==> config.mk <==
export PLATFORM = sky130hd
export DESIGN_NAME = iir_wb_sampler
export DESIGN_NICKNAME = d
export VERILOG_FILES = /design/src/rtl/iir_wb_sampler.sv
export SDC_FILE = /design/constraint.sdc
export NUM_CORES = 1
export LEC_CHECK = 0
export ABC_AREA = 1
export BUFFER_PORTS_ARGS = -buffer_cell sky130_fd_sc_hd__buf_2
export CAP_MARGIN = 15
export CORE_MARGIN = 2
export CORE_UTILIZATION = 48
export CTS_CLUSTER_SIZE = 14
export DETAILED_ROUTE_END_ITERATION = 6
export GPL_TIMING_DRIVEN = 0
export PLACE_DENSITY_LB_ADDON = 0.15
export SYNTH_ARGS = -nofsm -noshare
export SYNTH_HDL_FRONTEND = slang
export SYNTH_SLANG_ARGS = --single-unit
==> constraint.sdc <==
create_clock -name wb_clk_i -period 1.4 [get_ports wb_clk_i]
set_input_delay 0 -clock wb_clk_i [delete_from_list [all_inputs] [get_ports wb_clk_i]]
set_output_delay 0 -clock wb_clk_i [all_outputs]
set_load 0.01 [all_outputs]
==> src/rtl/iir_wb_sampler.sv <==
// iir_wb_sampler
//   Wishbone master that drives the iir_wishbone filter peripheral from a
//   valid/ready sample stream. For every accepted sample it writes x to
//   ADDR_X, leaves the bus idle for SETTLE_CYCLES cycles, reads y from ADDR_Y
//   and presents y on the output stream.
// Ports
//   wb_clk_i, wb_rst_ni          clock (rising edge), async active-low reset
//   s_data_i/s_valid_i/s_ready_o input sample stream (signed x)
//   m_data_o/m_valid_o/m_ready_i output result stream (y)
//   wbm_*                        Wishbone master interface
//   err_o, clr_err_i             sticky transfer-timeout flag and its clear
//   done_cnt_o                   completed samples, wraps at 16 bits
module iir_wb_sampler #(
    parameter int unsigned                 DATA_WIDTH    = 32,
    parameter int unsigned                 ADDR_WIDTH    = 8,
    parameter logic [ADDR_WIDTH-1:0]       ADDR_X        = 'h3C,
    parameter logic [ADDR_WIDTH-1:0]       ADDR_Y        = 'h40,
    parameter int unsigned                 SETTLE_CYCLES = 2,
    parameter int unsigned                 TIMEOUT       = 255
) (
    input  logic                  wb_clk_i,
    input  logic                  wb_rst_ni,
    input  logic [DATA_WIDTH-1:0] s_data_i,
    input  logic                  s_valid_i,
    output logic                  s_ready_o,
    output logic [DATA_WIDTH-1:0] m_data_o,
    output logic                  m_valid_o,
    input  logic                  m_ready_i,
    output logic [ADDR_WIDTH-1:0] wbm_adr_o,
    output logic [DATA_WIDTH-1:0] wbm_dat_o,
    input  logic [DATA_WIDTH-1:0] wbm_dat_i,
    output logic                  wbm_we_o,
    output logic                  wbm_stb_o,
    output logic                  wbm_cyc_o,
    input  logic                  wbm_ack_i,
    output logic                  err_o,
    input  logic                  clr_err_i,
    output logic [15:0]           done_cnt_o
);

    typedef enum logic [2:0] {
        IDLE,
        WR,
        SETTLE,
        RD,
        OUT
    } state_t;

    localparam logic [15:0] TIMER_LAST  = 16'(TIMEOUT - 1);
    localparam logic [15:0] SETTLE_LAST = 16'((SETTLE_CYCLES > 0) ? SETTLE_CYCLES - 1 : 0);

    state_t      state;
    logic [15:0] timer;
    logic [15:0] settle_cnt;

    always_ff @(posedge wb_clk_i or negedge wb_rst_ni) begin
        if (!wb_rst_ni) begin
            state      <= IDLE;
            s_ready_o  <= 1'b1;
            m_data_o   <= '0;
            m_valid_o  <= 1'b0;
            wbm_adr_o  <= '0;
            wbm_dat_o  <= '0;
            wbm_we_o   <= 1'b0;
            wbm_stb_o  <= 1'b0;
            wbm_cyc_o  <= 1'b0;
            err_o      <= 1'b0;
            done_cnt_o <= '0;
            timer      <= '0;
            settle_cnt <= '0;
        end else begin
            // A timeout later in this block overrides the clear (set wins).
            if (clr_err_i) begin
                err_o <= 1'b0;
            end

            case (state)
                IDLE: begin
                    if (s_valid_i && s_ready_o) begin
                        wbm_dat_o <= s_data_i;
                        s_ready_o <= 1'b0;
                        timer     <= '0;
                        state     <= WR;
                    end
                end

                WR: begin
                    // First WR cycle launches the write; strobe rises one
                    // edge after the accept.
                    if (!wbm_stb_o) begin
                        wbm_cyc_o <= 1'b1;
                        wbm_stb_o <= 1'b1;
                        wbm_we_o  <= 1'b1;
                        wbm_adr_o <= ADDR_X;
                        timer     <= '0;
                    end else if (wbm_ack_i) begin
                        wbm_we_o <= 1'b0;
                        if (SETTLE_CYCLES == 0) begin
                            // No settle gap: chain the read straight onto
                            // the write so latency stays 5+SETTLE_CYCLES.
                            wbm_adr_o <= ADDR_Y;
                            timer     <= '0;
                            state     <= RD;
                        end else begin
                            wbm_cyc_o  <= 1'b0;
                            wbm_stb_o  <= 1'b0;
                            settle_cnt <= '0;
                            state      <= SETTLE;
                        end
                    end else if (timer == TIMER_LAST) begin
                        wbm_cyc_o <= 1'b0;
                        wbm_stb_o <= 1'b0;
                        wbm_we_o  <= 1'b0;
                        err_o     <= 1'b1;
                        s_ready_o <= 1'b1;
                        state     <= IDLE;
                    end else begin
                        timer <= timer + 16'd1;
                    end
                end

                SETTLE: begin
                    if (settle_cnt == SETTLE_LAST) begin
                        wbm_cyc_o <= 1'b1;
                        wbm_stb_o <= 1'b1;
                        wbm_we_o  <= 1'b0;
                        wbm_adr_o <= ADDR_Y;
                        timer     <= '0;
                        state     <= RD;
                    end else begin
                        settle_cnt <= settle_cnt + 16'd1;
                    end
                end

                RD: begin
                    if (wbm_ack_i) begin
                        wbm_cyc_o <= 1'b0;
                        wbm_stb_o <= 1'b0;
                        m_data_o  <= wbm_dat_i;
                        m_valid_o <= 1'b1;
                        state     <= OUT;
                    end else if (timer == TIMER_LAST) begin
                        wbm_cyc_o <= 1'b0;
                        wbm_stb_o <= 1'b0;
                        err_o     <= 1'b1;
                        s_ready_o <= 1'b1;
                        state     <= IDLE;
                    end else begin
                        timer <= timer + 16'd1;
                    end
                end

                OUT: begin
                    if (m_ready_i) begin
                        m_valid_o  <= 1'b0;
                        done_cnt_o <= done_cnt_o + 16'd1;
                        s_ready_o  <= 1'b1;
                        state      <= IDLE;
                    end
                end

                default: state <= IDLE;
            endcase
        end
    end

endmodule
==> impl_metrics.tcl <==
set metrics [dict create \
    p_clk_frac 0.214 \
    place_area_sq_um 7350 \
    fmax_ghz 0.578 \
    routed_wl_um 19500 \
    core_area_sq_um 12600 \
    grtUsageMet3 0.0592 \
    cp-start-kind "flip-flop" \
    path_buf_inv 2 \
    cap_violations 0 \
    clkTransAtPathRegs_ps 60 \
    hold_slack_ps 44.4 \
    cts_tree "built" \
    slowest_delay_ps 400 \
    ios 164 \
    internal_power_mw 12.6 \
    status "complete, but fails checks" \
    grtUsageMet1 0.341 \
    hold_viol_final 0 \
    critPathMaxFanout 4 \
    pre_cts_ws_ps -402 \
    final.min_clock_period_ps 1730 \
    p_sw_mw 7.86 \
    drive_gt1_frac 0.467 \
    cp_common_cell "buf_4" \
    crit_arrival_ps 2010 \
    p_leak_nw 5.08 \
    synth.distinct_cells 42 \
    clock_sinks 123 \
    grt_use_total 0.279 \
    cts-root-buf "clkbuf_16" \
    grt_pass1_wl_um 29200 \
    die_area_sq_um 13700 \
    drtIter0Drc 411 \
    seqPwrFrac 0.299 \
    io_buffers 159 \
    required_ps 1680 \
    path_cells "ha_2, nand3_2, nor2_4, nand2_2, nand2_4, nand3_4, buf_4, buf_4, nand2_1, nand3_1" \
    setup_violations 114 \
    worstSetupPathDepth 10 \
    synth_warnings 0 \
    p_comb_frac 0.486 \
    peakVddDrop_v 0.00123 \
    p_sw_frac 0.385 \
    initial_core_util 0.488 \
    overflow 0 \
    grt_use_met2 0.484 \
    grt_busiest_layer "met2" \
    clock_skew_ps 8.76 \
    worstRegToRegCells 10 \
    synth_edf_count 0 \
    nFillCells 746 \
    cts_max_level 4 \
    yosysTopAreaCell "dfrtp_1" \
    period_share 1.24 \
    hp-class "primary input to asynchronous set/reset pin" \
    grt_max_degree 92 \
    globalplace.congestion 0.895 \
    synthCells 643 \
    syn-cell-area_sq_um 6140 \
    power.total_mw 20.4 \
    seq_area_frac_synth 0.502 \
    area_growth_pct 60.2 \
    ant_nets 0 \
    grt_pass1_vias 5865 \
    slowest_stage "dfrtp_1" \
    drv_slew 0 \
    via_count 5941 \
    synth_area_leaders "dfrtp_1 50%, nand2_1 9.2%, mux2_1 6.6%, mux2_2 5.1%, nand3_1 4.6%" \
    worst_pin_slew_ps 583 \
    place_hpwl_um 10900 \
    relSlewSlack 0.612 \
    final_area_sq_um 9830 \
    cp-end-kind "flip-flop" \
    antenna_found_initial 0 \
    synthTopCellsByCount "151 x nand2_1, 122 x dfrtp_1, 56 x nand3_1" \
    post-route-util 0.782 \
    drc 0 \
    post_drt_wl_per_cell_um 17.1 \
    yosysMostFrequentCell "nand2_1" \
    p_per_area_nw_per_um2 2080 \
    violations "negative setup slack" \
    drt-pass1-iter-count 5 \
    diodes 0 \
    synth-async-reset-ratio 1.00 \
    cts_inserted_buffers 17 \
    rsz0062_at_grt "yes" \
    via_per_inst 5.21 \
    critical_path_class "flip-flop to flip-flop" \
    num-nets-final 1030 \
    clock_latency_ps 420 \
    fp-row-count 41 \
    synth_ff_type "dfrtp_1" \
    fin_ws_ps -330 \
    cp_top_family "simple AND/OR/NAND/NOR gates" \
    syn-mean-instance-area_sq_um 9.54 \
    die_w_um 117 \
    yosys.area.top_type_share 0.498 \
    die_h_um 117 \
    ys_ff_latch 123 \
    cts.path.max_buffers 2 \
]
cells by family after synthesis:
logic type,synth area share
AOI/OAI and AO/OA,0.0357
other,0.000611
xor gates and xnor gates,0.0414
muxes,0.117
and+or+nand+nor,0.240
DFF,0.502
adders and majority gates,0.0102
buffers and inverters,0.0532
layout make-up:
type / count / area [sq um] / area share
multi-input cells: 452 / 3300 / 0.335
flip-flops and latches: 123 / 3100 / 0.316
repair buffers: 294 / 2260 / 0.230
clock buffers: 22 / 464 / 0.0472
well taps: 172 / 215 / 0.0219
inverters: 46 / 189 / 0.0192
plain buffers: 21 / 183 / 0.0186
clock inverters: 10 / 116 / 0.0118
final timing paths:
check / startpoint / endpoint / slack, ps
min reg2reg: done_cnt_o[15] / done_cnt_o[15] / 470
min: wb_rst_ni / timer[12] / 40
min in group wb_clk_i: wbm_ack_i / timer[1] / 80
max: settle_cnt[0] / timer[4] / -330
max in group asynchronous: wb_rst_ni / settle_cnt[7] / 610
max reg2reg: settle_cnt[0] / timer[4] / -330
metal layers:
| metal | routed length (um) | vias up |
|---|---|---|
| met5 | 0 | - |
| met4 | 476 | 0 |
| met3 | 1090 | 49 |
| met2 | 10200 | 239 |
| met1 | 7750 | 2885 |
| li1 | - | 2768 |
placed cells by master (no fill, tap or decap), types with 4 or more instances in the layout:
cell / Yosys / layout
dlygate4sd3_1: 0 / 67
xor2_1: 21 / 21
mux2_2: 28 / 25
inv_1: 41 / 36
clkbuf_16: 0 / 17
nand2_2: 4 / 11
nand3_2: 2 / 14
o21ai_1: 6 / 8
buf_6: 4 / 17
nand2_1: 151 / 135
dfrtp_2: 0 / 20
buf_4: 6 / 44
buf_2: 7 / 160
nor2_4: 3 / 12
or2_2: 5 / 5
nand4_1: 25 / 25
nand2_4: 1 / 9
o21ai_0: 15 / 12
buf_12: 0 / 12
xnor2_1: 8 / 7
buf_8: 0 / 5
mux2_4: 0 / 39
clkbuf_1: 7 / 8
inv_2: 4 / 5
nand3_1: 56 / 41
buf_16: 0 / 4
nor2_2: 2 / 9
nor2_1: 54 / 38
dfrtp_1: 122 / 102
state kept, by name, summed over array words and instances, names as in the netlist, 2 cells and up:
signal / cells
m_data_o: 32
state: 3
wbm_dat_o: 32
wbm_adr_o: 2
timer: 16
done_cnt_o: 16
settle_cnt: 16
stage by stage:
| step | TNS, ps | instances |
|---|---|---|
| after floorplan | -5100 | 645 |
| after global placement | -180130 | 976 |
| after detailed placement | -29040 | 977 |
| after CTS | -11710 | 1136 |
| after global routing | -22010 | 1140 |
| final | -15670 | 1140 |
power groups by stage:
stage / Sequential (mW) / Combinational (mW) / Clock, mW
CTS: 5.94 / 9.04 / 4.37
global route: 6.28 / 10.7 / 4.58
detailed placement: 5.93 / 6.48 / 0
finish: 6.12 / 9.94 / 4.38
global placement: 5.87 / 6.33 / 0
floorplan: 6.20 / 4.00 / 0
repair_timing:
item,CTS,global route
resized for setup,88,78
hold buffers,67,0
gates cloned,8,0
hold endpoints to repair,189,0
endpoints found under the setup margin,115,122
setup buffers,53,11
pin swaps,31,18
No activity file was read; power rests on OpenSTA's default activity.
